==> src/rtl/pc_gen_pkg.sv <==
// Shared constants and redirect-kind encoding for the fetch pc generator.
// Imported by pc_gen, pc_redir_merge and the pc_gen_if interface users.
package pc_gen_pkg;

   localparam logic RstEnable   = 1'b1;
   localparam logic True        = 1'b1;
   localparam logic False       = 1'b0;
   localparam logic ChipEnable  = 1'b1;
   localparam logic ChipDisable = 1'b0;

   typedef enum logic [1:0] {
      KIND_NONE  = 2'd0,
      KIND_REDIR = 2'd1,
      KIND_TRAP  = 2'd2
   } redir_kind_t;

endpackage

==> src/rtl/pc_gen_if.sv <==
// Fetch-control bus: stalls and redirect requests in, fetch address out.
// master = requester side (pipeline control), slave = pc_gen.
interface pc_gen_if #(
   parameter int AW      = 32,
   parameter int EPOCH_W = 2
);
   logic               if_stall;
   logic               mem_stall;
   logic               trap_valid;
   logic [AW-1:0]      trap_addr;
   logic               redir_valid;
   logic [AW-1:0]      redir_addr;
   logic [AW-1:0]      pc;
   logic               pc_valid;
   logic [EPOCH_W-1:0] pc_epoch;
   logic               redir_pending;
   logic               redirected;

   modport master (
      output if_stall, mem_stall,
      output trap_valid, trap_addr,
      output redir_valid, redir_addr,
      input  pc, pc_valid, pc_epoch,
      input  redir_pending, redirected
   );

   modport slave (
      input  if_stall, mem_stall,
      input  trap_valid, trap_addr,
      input  redir_valid, redir_addr,
      output pc, pc_valid, pc_epoch,
      output redir_pending, redirected
   );
endinterface

==> src/rtl/pc_gen_redir_merge.sv <==
// Priority merge of incoming trap/redirect with the held pending entry.
// Ports: i_trap_*, i_redir_*, i_pend_* in; o_valid/o_kind/o_target out.
module pc_redir_merge
   import pc_gen_pkg::*;
#(
   parameter int AW         = 32,
   parameter int ALIGN_BITS = 0
) (
   input  logic          i_trap_valid,
   input  logic [AW-1:0] i_trap_addr,
   input  logic          i_redir_valid,
   input  logic [AW-1:0] i_redir_addr,
   input  redir_kind_t   i_pend_kind,
   input  logic [AW-1:0] i_pend_addr,
   output logic          o_valid,
   output redir_kind_t   o_kind,
   output logic [AW-1:0] o_target
);

   localparam logic [AW-1:0] MASK = {AW{1'b1}} << ALIGN_BITS;

   logic w_pend_trap;
   logic w_take_redir;

   assign w_pend_trap  = (i_pend_kind == KIND_TRAP);
   // a branch never displaces a trap that is already waiting
   assign w_take_redir = i_redir_valid & ~i_trap_valid & ~w_pend_trap;

   always_comb begin
      o_kind   = i_pend_kind;
      o_target = i_pend_addr;
      unique case (1'b1)
         i_trap_valid: begin
            o_kind   = KIND_TRAP;
            o_target = i_trap_addr & MASK;
         end
         w_take_redir: begin
            o_kind   = KIND_REDIR;
            o_target = i_redir_addr & MASK;
         end
         default: ;
      endcase
      o_valid = (o_kind != KIND_NONE);
   end

endmodule

==> src/rtl/pc_gen.sv <==
// Fetch program-counter generator with trap/branch redirect and epochs.
// Ports: clk, rst (sync, active-high), bus (pc_gen_if.slave).
module pc_gen
   import pc_gen_pkg::*;
#(
   parameter int            AW         = 32,
   parameter int            INC        = 1,
   parameter logic [AW-1:0] RESET_VEC  = '0,
   parameter int            ALIGN_BITS = 0,
   parameter int            EPOCH_W    = 2
) (
   input logic     clk,
   input logic     rst,
   pc_gen_if.slave bus
);

   localparam logic [0:0] ST_IDLE = 1'b0;
   localparam logic [0:0] ST_RUN  = 1'b1;

   logic [0:0]         r_state;
   logic [AW-1:0]      r_pc;
   logic               r_pc_valid;
   logic [EPOCH_W-1:0] r_epoch;
   redir_kind_t        r_pend_kind;
   logic [AW-1:0]      r_pend_addr;
   logic               r_redirected;

   logic               w_stalled;
   logic               w_run;
   logic               w_advance;
   logic               w_in_valid;
   logic               w_m_valid;
   redir_kind_t        w_m_kind;
   logic [AW-1:0]      w_m_target;

   assign w_stalled  = bus.if_stall | bus.mem_stall;
   assign w_run      = (r_state == ST_RUN);
   assign w_advance  = w_run & ~w_stalled;
   assign w_in_valid = bus.trap_valid | bus.redir_valid;

   pc_redir_merge #(
      .AW         (AW),
      .ALIGN_BITS (ALIGN_BITS)
   ) u_merge (
      .i_trap_valid  (bus.trap_valid),
      .i_trap_addr   (bus.trap_addr),
      .i_redir_valid (bus.redir_valid),
      .i_redir_addr  (bus.redir_addr),
      .i_pend_kind   (r_pend_kind),
      .i_pend_addr   (r_pend_addr),
      .o_valid       (w_m_valid),
      .o_kind        (w_m_kind),
      .o_target      (w_m_target)
   );

   always_ff @(posedge clk) begin
      if (rst == RstEnable) begin
         r_state      <= ST_IDLE;
         r_pc         <= RESET_VEC;
         r_pc_valid   <= ChipDisable;
         r_epoch      <= '0;
         r_pend_kind  <= KIND_NONE;
         r_pend_addr  <= '0;
         r_redirected <= False;
      end else if (!w_run) begin
         // first fetch is RESET_VEC itself; redirects here are dropped
         r_state      <= ST_RUN;
         r_pc_valid   <= ChipEnable;
         r_redirected <= False;
      end else begin
         // epoch moves at capture so in-flight fetches go stale at once
         if (w_in_valid) begin
            r_epoch <= r_epoch + EPOCH_W'(1);
         end
         if (w_advance) begin
            r_pend_kind <= KIND_NONE;
            if (w_m_valid) begin
               r_pc         <= w_m_target;
               r_redirected <= True;
            end else begin
               r_pc         <= r_pc + AW'(INC);
               r_redirected <= False;
            end
         end else begin
            r_pend_kind  <= w_m_kind;
            r_pend_addr  <= w_m_target;
            r_redirected <= False;
         end
      end
   end

   assign bus.pc            = r_pc;
   assign bus.pc_valid      = r_pc_valid;
   assign bus.pc_epoch      = r_epoch;
   assign bus.redir_pending = (r_pend_kind != KIND_NONE);
   assign bus.redirected    = r_redirected;

endmodule

==> src/flat_wrapper.sv <==
// flat-port wrapper written by rule: the top's interface ports become plain ports
module pc_gen_flat import pc_gen_pkg::*;
#(
   parameter int            AW         = 32,
   parameter int            INC        = 1,
   parameter logic [AW-1:0] RESET_VEC  = '0,
   parameter int            ALIGN_BITS = 0,
   parameter int            EPOCH_W    = 2
)
  (clk, rst, bus_if_stall, bus_mem_stall, bus_trap_valid, bus_trap_addr, bus_redir_valid, bus_redir_addr, bus_pc, bus_pc_valid, bus_pc_epoch, bus_redir_pending, bus_redirected);
  pc_gen_if #(.AW(AW), .EPOCH_W(EPOCH_W)) bus_i ();
  input logic clk;
  input logic rst;
  input wire logic [$bits(bus_i.if_stall)-1:0] bus_if_stall;
  input wire logic [$bits(bus_i.mem_stall)-1:0] bus_mem_stall;
  input wire logic [$bits(bus_i.trap_valid)-1:0] bus_trap_valid;
  input wire logic [$bits(bus_i.trap_addr)-1:0] bus_trap_addr;
  input wire logic [$bits(bus_i.redir_valid)-1:0] bus_redir_valid;
  input wire logic [$bits(bus_i.redir_addr)-1:0] bus_redir_addr;
  output wire logic [$bits(bus_i.pc)-1:0] bus_pc;
  output wire logic [$bits(bus_i.pc_valid)-1:0] bus_pc_valid;
  output wire logic [$bits(bus_i.pc_epoch)-1:0] bus_pc_epoch;
  output wire logic [$bits(bus_i.redir_pending)-1:0] bus_redir_pending;
  output wire logic [$bits(bus_i.redirected)-1:0] bus_redirected;
  assign bus_i.if_stall = bus_if_stall;
  assign bus_i.mem_stall = bus_mem_stall;
  assign bus_i.trap_valid = bus_trap_valid;
  assign bus_i.trap_addr = bus_trap_addr;
  assign bus_i.redir_valid = bus_redir_valid;
  assign bus_i.redir_addr = bus_redir_addr;
  assign bus_pc = bus_i.pc;
  assign bus_pc_valid = bus_i.pc_valid;
  assign bus_pc_epoch = bus_i.pc_epoch;
  assign bus_redir_pending = bus_i.redir_pending;
  assign bus_redirected = bus_i.redirected;
  pc_gen #(.AW(AW), .INC(INC), .RESET_VEC(RESET_VEC), .ALIGN_BITS(ALIGN_BITS), .EPOCH_W(EPOCH_W)) u_core (.clk(clk), .rst(rst), .bus(bus_i));
endmodule
==> config.mk <==
export PLATFORM = sky130hd
export DESIGN_NAME = pc_gen_flat
export DESIGN_NICKNAME = d
export VERILOG_FILES = /design/src/rtl/pc_gen_pkg.sv /design/src/rtl/pc_gen_if.sv /design/src/rtl/pc_gen_redir_merge.sv /design/src/rtl/pc_gen.sv /design/src/flat_wrapper.sv
export SDC_FILE = /design/constraint.sdc
export NUM_CORES = 1
export LEC_CHECK = 0
export CAP_MARGIN = 30
export CORE_UTILIZATION = 55
export CTS_BUF_LIST = sky130_fd_sc_hd__clkbuf_8
export DETAILED_ROUTE_END_ITERATION = 10
export PLACE_DENSITY = 0.95
export SYNTH_ARGS = -nofsm -noshare
export SYNTH_HDL_FRONTEND = slang
export SYNTH_SLANG_ARGS = --single-unit
==> constraint.sdc <==
create_clock -name clk -period 3 [get_ports clk]
set_input_delay 0.45 -clock clk [delete_from_list [all_inputs] [get_ports clk]]
set_output_delay 0.45 -clock clk [all_outputs]
set_load 0.1 [all_outputs]
Yosys cells after proc, flatten, opt, wreduce, memory -nomap -nowiden
Index checks and enable logic that the tools add are counted.
Cells by class
  $add $sub $neg: 2
  equality and inequality tests: 1
  mux-type cells: 6
  bitwise operators: 10
  reductions and logical operators: 6
Operator list (number)
  $pmux 32 s2: 1
  $add 32x1->32 const B: 1
  $mux 32: 1
  $reduce_and 2->1: 3
  $not 1->1: 5
  $pmux 2 s2: 1
  $reduce_bool 2->1: 2
  $and 1x1->1: 3
  $reduce_or 3->1: 1
  $add 2x1->2 const B: 1
  $eq 2x2->1 const B: 1
  $mux 1: 2
  $mux 2: 1
  $or 1x1->1: 2
Storage, ports and cells
  flip-flop bits (word level): 71
  output and inout port bits: 37

Longest topological paths before layout
  depth in word-level cells: 6
  depth in mapped cells: 7

Modules after synthesis
A second synthesis with hierarchy kept.
Unflattened totals
  cell total of the unflattened synthesis: 527
  area total of the unflattened synthesis: 4030.1 sq um
Modules (own cells, without submodules)
  pc_gen: times used 1, cells an instance 444, area an instance 3373.2 sq um, seq. area each 1421.4 sq um
  pc_redir_merge: times used 1, cells an instance 83, area an instance 656.9 sq um, seq. area each 0.0 sq um

Least setup slack after synthesis
Ideal clock, no wire load.
  path kind: register to register
  from: reg u_core.r_pc[0] (netlist: u_core.bus.pc[0])
  to: reg u_core.r_pc[28] (netlist: u_core.bus.pc[28])
  setup time: 0.074 ns
  arrival: 2.658 ns
  required time: 2.926 ns
  path slack: 0.267 ns
  stages on the path, launching flop included: 8
  path through: dfxtp_1 > ha_1 > and4_1 > buf_4 > nand3_1 > or3_1 > or4_1 > a31oi_1
Between the ends
  word-level cells in the longest chain between the ends: 2
Ends and longest elaborated chain
  start, declared: line pc_gen.sv:21  | logic [AW-1:0] r_pc;
  start signal, assigned: line pc_gen.sv:78  | r_pc <= w_m_target;
  start signal, assigned: line pc_gen.sv:81  | r_pc <= r_pc + AW'(INC);
  $add 32x1->32: line pc_gen.sv:81
  $mux 32: line pc_gen.sv:77  | if (w_m_valid) begin
No other way between the ends.
A chain may end at the register's enable or synchronous reset.

Final worst setup path
Same ends and word-level chain as after synthesis.

==> metrics.yaml <==
synth:
  syn_area_um2: 4280
  ys_warn_count: 0
  synth-simple-area-share_pct: 28.5
  yosysSeqAreaShare_pct: 33.2
  yosys.cell_count.top_type: "nand2_1"
  synthXorXnorAreaFrac_pct: 0.409
  synth_flop_cell: "dfxtp_1"
  async_flop_share_pct: 0
  netlist-cell-type-count: 57
  syn_nets: 653
  synth_largest_area_cell: "dfxtp_1"
  syn_area_per_cell_um2: 7.35
  synthMuxAreaShare_pct: 3.80
  syn_inst: 582
  synth_compound_area_share_pct: 27.3
  yosys.area.top_type_share_pct: 33.2
  synth_top_family_by_area: "simple AND/OR/NAND/NOR gates"
  ys_ff_latch: 71
  ys_top_cells_by_count: "nand2_1 (83), dfxtp_1 (71), a21oi_1 (59)"
  synthAdderAreaFrac_pct: 0.292
  yosys-top-cells-area: "dfxtp_1 (33%), nand2_1 (7.3%), a21oi_1 (6.9%), o211ai_1 (4.6%), o21ai_0 (3.9%)"
  synth_edf_count: 0
cts:
  clock_path_buffers: 2
  numCtsBuffers: 9
  hold_buffers: 0
  htreeDepth: 3
  cts_tree: "built"
  path_clk_slew_ns: 0.08
  root_buffer: "clkbuf_8"
  post_cts_resize_count: 0
  clock_sinks: 71
  insertion_delay_ns: 0.36
  post_cts_buffers: 0
drt:
  drtIter0Drc: 539
  vias: 5064
  drt-total-wl_mm: 14.6
  vias_per_cell: 6.57
  wl_per_cell_um: 18.9
  final_antenna_net_count: 0
  drc: 0
  drtPass1Iterations: 5
timing:
  finalCritPeriodShare_pct: 77.4
  finalHoldViolations: 0
  fmax_ghz: 0.431
  fin_skew_ns: 0.0136
  rsz0062_at_grt: "no"
  finalSetupViolations: 0
  period_needed_ns: 2.32
  fin_setup_tns_ns: 0
  timing.slew.headroom_pct: 53.5
  report.final.slew_viol_count: 0
  tightestPinTransition_ns: 0.695
  final.setup.worst_slack_ns: 0.679
worst_setup_path:
  required_ns: 3.28
  end_kind: "flip-flop"
  worstSetupPathType: "flip-flop to flip-flop"
  cp_slowest_cell: "or4_1"
  cp_num_buf_inv: 0
  arrival_ns: 2.60
  path_delay_family: "simple AND/OR/NAND/NOR gates"
  slowest_delay_ns: 0.47
  cp_max_fo: 7
  cp-start-kind: "flip-flop"
  path_cells: "ha_1 > and4_1 > nand3_1 > or3_1 > or4_1 > a31oi_1"
floorplanning:
  die_w_um: 90.2
  initial_core_util_pct: 58.0
  core_area_um2: 7370
  row_count: 31
  fp.dieH_um: 90.2
  io_pins: 107
  dieArea_um2: 8130
cells_and_area:
  nNetsFinal: 738
  fillers: 554
  diodes: 0
  multi_input_area_um2: 2600
  drive_above_1_share_pct: 13.5
  area_growth_pct: 29.1
  seq_area_um2: 1420
placed_design:
  place_congestion: 0.927
  hpwl_mm: 10.5
  place_worst_setup_slack_ns: 0.422
  port_buffers: 106
pwr:
  p_leak_uw: 0.00198
  power.switching_uw: 844
  power_density_nw_per_um2: 457
  switching_share_pct: 33.4
  internal-power_uw: 1680
  vdd_ir_drop_max_mv: 0.292
  power.share.clock_pct: 33.5
  pwr-share-seq_pct: 41.3
  combPwrFrac_pct: 25.2
global_route:
  grt_max_degree: 42
  gr-total-overflow: 0
  antenna_found_initial: 0
  grt_pass1_vias: 4644
  grtUsageTotal_pct: 35.4
  grt_pass1_wl_mm: 23.2
flow_run:
  max_cap_viol_count: 0
worst_hold_path:
  min_path_type: "flip-flop to flip-flop"
run_status:
  status: "finished, final reports clean"
[layout make-up]
| type | instances | area share, % |
|---|---|---|
| multi-input combinational | 444 | 47.1 |
| sequential | 71 | 25.7 |
| timing repair buffer | 125 | 20.0 |
| clock buffer | 9 | 2.24 |
| tap | 99 | 2.24 |
| clock inverter | 7 | 1.61 |
| inverter | 16 | 1.09 |
[power by group through the flow]
stage / Clock, uW / Sequential [uW] / Combinational, uW
after floorplan: 0 / 1210 / 251
after global placement: 0 / 1060 / 606
after detailed placement: 0 / 1060 / 620
after CTS: 843 / 1040 / 623
after global routing: 887 / 1050 / 667
final: 846 / 1040 / 635
[kinds of logic after synthesis]
logic type / after synthesis
DFF: 71
adders and majority gates: 1
muxes: 15
AOI/OAI and AO/OA: 187
xor gates and xnor gates: 2
and+or+nand+nor: 239
buffers and inverters: 67
[worst min-delay path, delay by kind of cell, from the launching register on]
family,cells,cell delay [ns]
flip-flops,1,0.32
AO/OA/AOI/OAI,1,0.05
buffers and inverters,1,0.05
[placed cells by master (no fill, tap or decap), types with 3 or more instances in the layout]
cell              n
a2111oi_0         3
a211o_1           3
a21o_1            3
a21oi_1          59
a22oi_1           4
a31oi_1          24
and3_1            7
and4_1            9
buf_4            56
clkbuf_8          9
clkdlybuf4s50_1  68
dfxtp_1          71
inv_1            16
mux2_2            8
mux2i_1           5
nand2_1          83
nand2b_1         14
nand3_1          21
nand3b_1         17
nand4_1           7
nor2_1           36
nor3_1           15
nor4_1           10
o211ai_1         26
o21ai_0          33
o21ai_1           5
o311ai_1          3
o31ai_1           3
o32ai_1           3
or3_1             6
or4_1             3
[per-stage QoR]
stage	power (uW)	cells	area (um2)	hold slack, ns	utilization (%)
after CTS	2510	771	5520	0.458	74.9
after global placement	1660	755	5310	0.438	72.1
after floorplan	1460	582	4280	0.432	-
after global routing	2600	771	5520	0.469	74.9
after detailed placement	1680	755	5310	0.448	72.1
final	2520	771	5520	0.455	74.9
[sequential cells by signal (all words and copies together), names as in the netlist]
name	count
u_core.bus.pc	32
u_core.r_pend_addr	32
u_core.bus.pc_epoch	2
u_core.r_pend_kind	2
u_core.bus.pc_valid	1
u_core.bus.redirected	1
u_core.r_state	1
[worst paths after layout]
kind,from,to,slack [ns],depth (start not counted)
worst min-delay path,u_core.bus.pc_valid,u_core.bus.pc_valid,0.45,2
worst max-delay path,u_core.bus.pc[0],u_core.bus.pc[28],0.68,6
worst max register to register,u_core.bus.pc[0],u_core.bus.pc[28],0.68,6
worst min register to register,u_core.bus.pc_valid,u_core.bus.pc_valid,0.45,2
[routing by layer]
| metal | vias up | GRT usage (%) | share of wire (%) |
|---|---|---|---|
| li1 | 2307 | - | - |
| met1 | 2359 | 45.8 | 39 |
| met2 | 367 | 56.2 | 47 |
| met3 | 31 | 9.05 | 12 |
| met4 | 0 | 14.2 | 2.0 |
| met5 | - | 0 | 0 |
Note: power is estimated with default switching activity, not from simulation.
